## src/rtl/booth_mul_seq.sv

```systemverilog
// Sequential radix-2 Booth signed multiplier: one Booth step per clock through an external add/subtract selector.
// Start is sampled only in IDLE. The 64-bit product is held until the next completed operation.
module booth_mul_seq #(
    parameter int unsigned WIDTH = 32
) (
    input  logic                 clk,
    input  logic                 rst_n,
    input  logic                 start,
    input  logic [WIDTH-1:0]     multiplicand,
    input  logic [WIDTH-1:0]     multiplier,
    output logic [1:0]           as_ctrl,
    output logic [WIDTH-1:0]     as_a,
    output logic [WIDTH-1:0]     as_b,
    input  logic [WIDTH-1:0]     as_y,
    output logic                 busy,
    output logic                 done,
    output logic [2*WIDTH-1:0]   product
);

    localparam int unsigned CNT_W  = $clog2(WIDTH + 1);
    localparam int unsigned PROD_W = 2 * WIDTH;

    localparam logic [0:0] ST_IDLE = 1'b0;
    localparam logic [0:0] ST_RUN  = 1'b1;

    localparam logic [1:0] CTRL_PASS = 2'd0;
    localparam logic [1:0] CTRL_ADD  = 2'd1;
    localparam logic [1:0] CTRL_SUB  = 2'd2;

    logic [0:0]        state_q, state_d;
    logic [WIDTH-1:0]  a_q, a_d;
    logic [WIDTH-1:0]  q_q, q_d;
    logic              qm1_q, qm1_d;
    logic [WIDTH-1:0]  m_q, m_d;
    logic [CNT_W-1:0]  cnt_q, cnt_d;
    logic [PROD_W-1:0] prod_q, prod_d;
    logic              done_q, done_d;
    logic              busy_q, busy_d;

    logic              ovf;
    logic              sign_in;

    // Selector drive: Booth recoding of the current multiplier bit pair
    always_comb begin
        as_ctrl = CTRL_PASS;
        if (state_q == ST_RUN) begin
            case ({q_q[0], qm1_q})
                2'b10:   as_ctrl = CTRL_SUB;
                2'b01:   as_ctrl = CTRL_ADD;
                default: as_ctrl = CTRL_PASS;
            endcase
        end
    end

    assign as_a = a_q;
    assign as_b = m_q;

    // True sign of the W+1-bit sum, so M = -2^(W-1) shifts in correctly
    always_comb begin
        ovf = 1'b0;
        case (as_ctrl)
            CTRL_ADD: ovf = (a_q[WIDTH-1] == m_q[WIDTH-1]) && (as_y[WIDTH-1] != a_q[WIDTH-1]);
            CTRL_SUB: ovf = (a_q[WIDTH-1] != m_q[WIDTH-1]) && (as_y[WIDTH-1] != a_q[WIDTH-1]);
            default:  ovf = 1'b0;
        endcase
        sign_in = as_y[WIDTH-1] ^ ovf;
    end

    always_comb begin
        state_d = state_q;
        a_d     = a_q;
        q_d     = q_q;
        qm1_d   = qm1_q;
        m_d     = m_q;
        cnt_d   = cnt_q;
        prod_d  = prod_q;
        done_d  = 1'b0;
        busy_d  = busy_q;
        case (state_q)
            ST_IDLE: begin
                if (start) begin
                    a_d     = '0;
                    q_d     = multiplier;
                    qm1_d   = 1'b0;
                    m_d     = multiplicand;
                    cnt_d   = CNT_W'(WIDTH);
                    busy_d  = 1'b1;
                    state_d = ST_RUN;
                end
            end
            ST_RUN: begin
                // Arithmetic shift right of {as_y, Q, q_m1}
                a_d   = {sign_in, as_y[WIDTH-1:1]};
                q_d   = {as_y[0], q_q[WIDTH-1:1]};
                qm1_d = q_q[0];
                cnt_d = cnt_q - CNT_W'(1);
                if (cnt_q == CNT_W'(1)) begin
                    prod_d  = {sign_in, as_y, q_q[WIDTH-1:1]};
                    done_d  = 1'b1;
                    busy_d  = 1'b0;
                    state_d = ST_IDLE;
                end
            end
            default: begin
                state_d = ST_IDLE;
                busy_d  = 1'b0;
            end
        endcase
    end

    always_ff @(posedge clk or negedge rst_n) begin
        if (!rst_n) begin
            state_q <= ST_IDLE;
            a_q     <= '0;
            q_q     <= '0;
            qm1_q   <= 1'b0;
            m_q     <= '0;
            cnt_q   <= '0;
            prod_q  <= '0;
            done_q  <= 1'b0;
            busy_q  <= 1'b0;
        end else begin
            state_q <= state_d;
            a_q     <= a_d;
            q_q     <= q_d;
            qm1_q   <= qm1_d;
            m_q     <= m_d;
            cnt_q   <= cnt_d;
            prod_q  <= prod_d;
            done_q  <= done_d;
            busy_q  <= busy_d;
        end
    end

    assign busy    = busy_q;
    assign done    = done_q;
    assign product = prod_q;

endmodule

```

## config.mk

```make
export PLATFORM = sky130hd
export DESIGN_NAME = booth_mul_seq
export DESIGN_NICKNAME = d
export VERILOG_FILES = /design/src/rtl/booth_mul_seq.sv
export SDC_FILE = /design/constraint.sdc
export NUM_CORES = 1
export LEC_CHECK = 0
export CAP_MARGIN = 5
export CORE_AREA = 2 2 121 123
export DETAILED_ROUTE_END_ITERATION = 12
export DIE_AREA = 0 0 123 125
export DONT_BUFFER_PORTS = 1
export SLEW_MARGIN = 25
export SYNTH_ARGS = -nofsm -noshare
export SYNTH_HDL_FRONTEND = slang
export SYNTH_SLANG_ARGS = --single-unit
```

## constraint.sdc

```tcl
create_clock -name clk -period 4.56 [get_ports clk]
set_clock_uncertainty 0.1 [all_clocks]
set_input_delay 1.368 -clock clk [delete_from_list [all_inputs] [get_ports clk]]
set_output_delay 1.368 -clock clk [all_outputs]
set_load 0.01 [all_outputs]
```

* After elaboration in Yosys (flattened, before gate mapping)
Index checks and enable logic that the tools add are counted.
** Storage, ports and cells
- Register bits after elaboration :: 170
- Output and inout bits :: 132
- Input port bits :: 99
** Cells by class
- $add $sub $neg :: 1
- Bitwise gates (word level) :: 2
- Reductions and logical operators :: 5
- Equality and inequality tests :: 10
- Mux-type cells :: 19
** Operators by type and width (number)
- 32-bit one-hot mux with 2 select lines :: 2
- 32-bit 2-to-1 mux :: 2
- 6-bit one-hot mux with 2 select lines :: 1
- 1-bit one-hot mux with 2 select lines :: 4
- 1-bit 2-to-1 mux :: 7
- 6-bit by 1-bit == test with 1-bit output, second input constant :: 1
- 6-bit 2-to-1 mux :: 1
- 2-bit AND reduction :: 3
- 6-bit by 1-bit subtractor with 6-bit output, second input constant :: 1
- 2-bit by 1-bit == test with 1-bit output, second input constant :: 2
- 2-bit == test, second input constant :: 2
- 2-bit one-hot mux with 2 select lines :: 1
- 1-bit logical AND :: 2
- 2-bit 2-to-1 mux :: 1
- 1-bit != test :: 2
- 2-bit by 1-bit != test with 1-bit output, second input constant :: 1
- 2-bit != test, second input constant :: 1
- 1-bit == test :: 1
- 1-bit NOT :: 1
- 1-bit XOR :: 1

* Logic depth before layout (Yosys ltp)
- Depth after elaboration :: 7
- Gate-level depth with buffers :: 8
- Mapped depth without buffers :: 6

* Worst setup path before layout
No wires, ideal clock.
- Path type :: flip-flop to output port
- From :: register state_q
- To :: output as_ctrl[1]
- Data arrival time :: 1183 ps
- Path slack :: 1909 ps
- Stages on the path, launching flop included :: 5
- Required time :: 3092 ps
- Path buffers :: 2
- Cell sequence :: dfrtp_1 -> clkbuf_1 -> clkbuf_1 -> nand2_1 -> nor2_1
** Between the ends
- Longest elaborated chain between the ends :: 1
** Ends and longest elaborated chain
- start: declaration :: line 30 : logic [0:0] state_q, state_d;
- start signal: assignment :: line 123 : state_q <= state_d;
- 2-bit 2-to-1 mux :: line 46 : if (state_q == ST_RUN) begin
- end: declaration :: line 11 : output logic [1:0] as_ctrl,
Every way passes these cells.

* Worst setup path after layout
Same ends and word-level chain as after synthesis.

==> flow_summary.ini <==
[power]
comb_power_share = 0.178
internal_power_mw = 3.47
power_switching_mw = 1.63
p_seq_frac = 0.558
peakVddDrop_v = 0.000340
p_leak_nw = 3.39
p_clk_frac = 0.264
power_density_nw_per_um2 = 694
p_sw_frac = 0.320

[place]
hpwl_um = 8820
dpl_cell_area_um2 = 6790
place.gp.congestion = 0.756
port_buffers = 0

[critical_path]
r2r_start = cnt_q[2]
worst_setup_path_start_kind = flip-flop
cp.arrival_ps = 1540
cp_max_fo = 40
r2r_cells = 5
cp.required_ps = 3090
reg2reg_slack_ps = 1920
timing.rr.end = product[60]
end_kind = output pin
path_class = flip-flop to output pin

[global_routing]
grt_max_degree = 171
globalRouteMet3Util = 0.0684
grt_use_total = 0.178
grt-ovfl-total = 0
first_global_vias = 3968
gr-usage-met1 = 0.215
antenna_found_initial = 0
use_met2 = 0.282
grt_first_pass_wirelength_um = 21200
grt-busiest-layer = met2

[clocking]
cts_tree = yes
clock_latency_ps = 410
clockRootBuffer = clkbuf_16
ctsHoldBuffers = 0
ctsResizeCount = 0
clk_pin_slew_ps = 60
cts_post_setup_buffers_inserted = 0
clockBufferDepth = 2
htreeDepth = 4
cts_sinks = 170
numCtsBuffers = 17

[timing]
slew_headroom = 0.521
fin_hold_ws_ps = 403
fin_crit_ps = 3010
setup_tns_ps = 0
slew_viol_final = 0
post-route-period-util = 0.661
tightest_slew_ps = 719
fmax_mhz = 332
rsz0062_at_grt = false
setup_viol = 0
finalHoldViolCount = 0

[final_layout]
areaGrowthSynthToFinish_pct = 10.3
diodes = 0
fillCellCount = 1233
final_common_cell = dfrtp_1
final_nets = 565
drive_gt1_frac = 0.218
final_cell_mix = 169 x dfrtp_1, 67 x mux2_2, 37 x nand2_1
post-route-cell-area_um2 = 7360

[run_status]
outcome = finished clean

[drt]
drtAntennaViolNets = 0
wl_per_cell_um = 20.6
drt_iter0_drc = 188
num_vias = 3656
avgViaCountPerCell = 5.54
first_pass_iters = 4
drcViolationCount = 0
wl_um = 13600

[floorplanning]
die_area_um2 = 15400
dieWidth_um = 123
num_rows = 44
coreArea_um2 = 14200
die_h_um = 125
initial_utilization = 0.469
ios = 231

[yosys]
synth_xor_area_frac = 0.00394
syn_avg_cell_area_um2 = 14.2
ys_types = 29
netlist_area_um2 = 6670
synthSimpleGateAreaFrac = 0.0385
synth.mux.area_fraction = 0.212
synth_warnings = 0
synth-seq-cells = 170
synth_top_family_by_area = multiplexers
yosys.area_share.adder = 0.00563
syn_inst = 468
syn_nets = 570
synth-compound-area-share = 0.0755
ys_seq_area_frac = 0.638

[min_path]
holdCritStartpoint = q_q[25]
whs_endpoint = q_q[24]
hold_class = flip-flop to flip-flop
holdPathStages = 2

[run]
maxCapViolCount = 0
## worst max path at each step
| stage | start | end | slack, ps | depth (start not counted) |
|---|---|---|---|---|
| finish | state_q | as_ctrl[1] | 1550 | 2 |
| global route | state_q | as_ctrl[1] | 1410 | 2 |
| CTS | state_q | as_ctrl[1] | 1500 | 2 |
| detailed placement | start | as_b[7] | 1710 | 3 |
| global placement | start | as_b[10] | 1760 | 3 |
| floorplan | state_q | as_ctrl[1] | 1910 | 4 |
## critical path, cell delays in order, from the launching register on
cell and delay, ps:
dfrtp_4 680, nand2_1 120, nor2_1 330
## per-stage QoR
step,setup WS [ps],total power [mW],std cells,utilization
2_1_floorplan,1910,3.51,468,-
3_3_place_gp,1760,3.74,627,0.478
3_5_place_dp,1710,3.81,627,0.478
4_1_cts,1500,5.18,659,0.517
5_1_grt,1410,5.43,660,0.518
6_report,1550,5.11,660,0.518
## cells by family after synthesis
group                      Yosys count
AOI/OAI and AO/OA                   73
xor gates and xnor gates             3
adders and majority gates            3
buffers and inverters               35
DFF                                170
muxes                              129
and+or+nand+nor                     55
## sequential cells by signal, indices dropped and copies added (netlist names)
| register | count |
|---|---|
| product | 64 |
| as_a | 32 |
| as_b | 32 |
| q_q | 32 |
| cnt_q | 6 |
| busy | 1 |
| done | 1 |
| qm1_q | 1 |
| state_q | 1 |
## power groups by stage
stage	registers, mW	clock network [mW]	logic [mW]
after floorplan	2.69	0	0.820
after global placement	2.87	0	0.872
after detailed placement	2.88	0	0.928
after CTS	2.87	1.39	0.928
after global routing	2.94	1.45	1.04
final	2.85	1.35	0.908
## area by class of cell
class                      instances  area [um2]  area share
inverter                           5        18.8     0.00255
tap                              184         230      0.0313
multi-input combinational        263        2250       0.305
timing repair buffer               6        48.8     0.00663
clock inverter                     6        63.8     0.00867
sequential                       170        4260       0.579
clock buffer                      26         489      0.0665
## Yosys cell counts
| cell | count | area, um2 |
|---|---|---|
| dfrtp_1 | 170 | 4250 |
| o21bai_1 | 1 | 7.51 |
| o21ai_0 | 34 | 170 |
| nand2b_1 | 5 | 31.3 |
| buf_8 | 3 | 45.0 |
| or3_4 | 1 | 11.3 |
| nand2_1 | 37 | 139 |
| buf_2 | 6 | 30.0 |
| a22o_1 | 32 | 280 |
| nor3_1 | 2 | 10.0 |
| mux2_2 | 67 | 754 |
| a21o_1 | 2 | 15.0 |
| mux2_1 | 30 | 338 |
| mux2i_1 | 32 | 320 |
| inv_1 | 5 | 18.8 |
| buf_1 | 2 | 7.51 |
| ha_1 | 3 | 37.5 |
| buf_4 | 1 | 7.51 |
| nor3b_1 | 3 | 22.5 |
| a31oi_1 | 1 | 6.26 |
| nor2_1 | 3 | 11.3 |
| nor3_2 | 1 | 10.0 |
| or4_1 | 1 | 7.51 |
| nor2b_1 | 1 | 6.26 |
| a32oi_1 | 1 | 8.76 |
| xor2_1 | 3 | 26.3 |
| clkbuf_1 | 18 | 67.6 |
| o31ai_1 | 2 | 15.0 |
| nand3b_1 | 1 | 7.51 |
## layer usage
metal | routed length (um) | share of wire
met5 | 0 | 0
met4 | 316 | 0.023
met3 | 1330 | 0.098
met2 | 6490 | 0.48
met1 | 5440 | 0.40
Note: power is estimated with default switching activity, not from simulation.
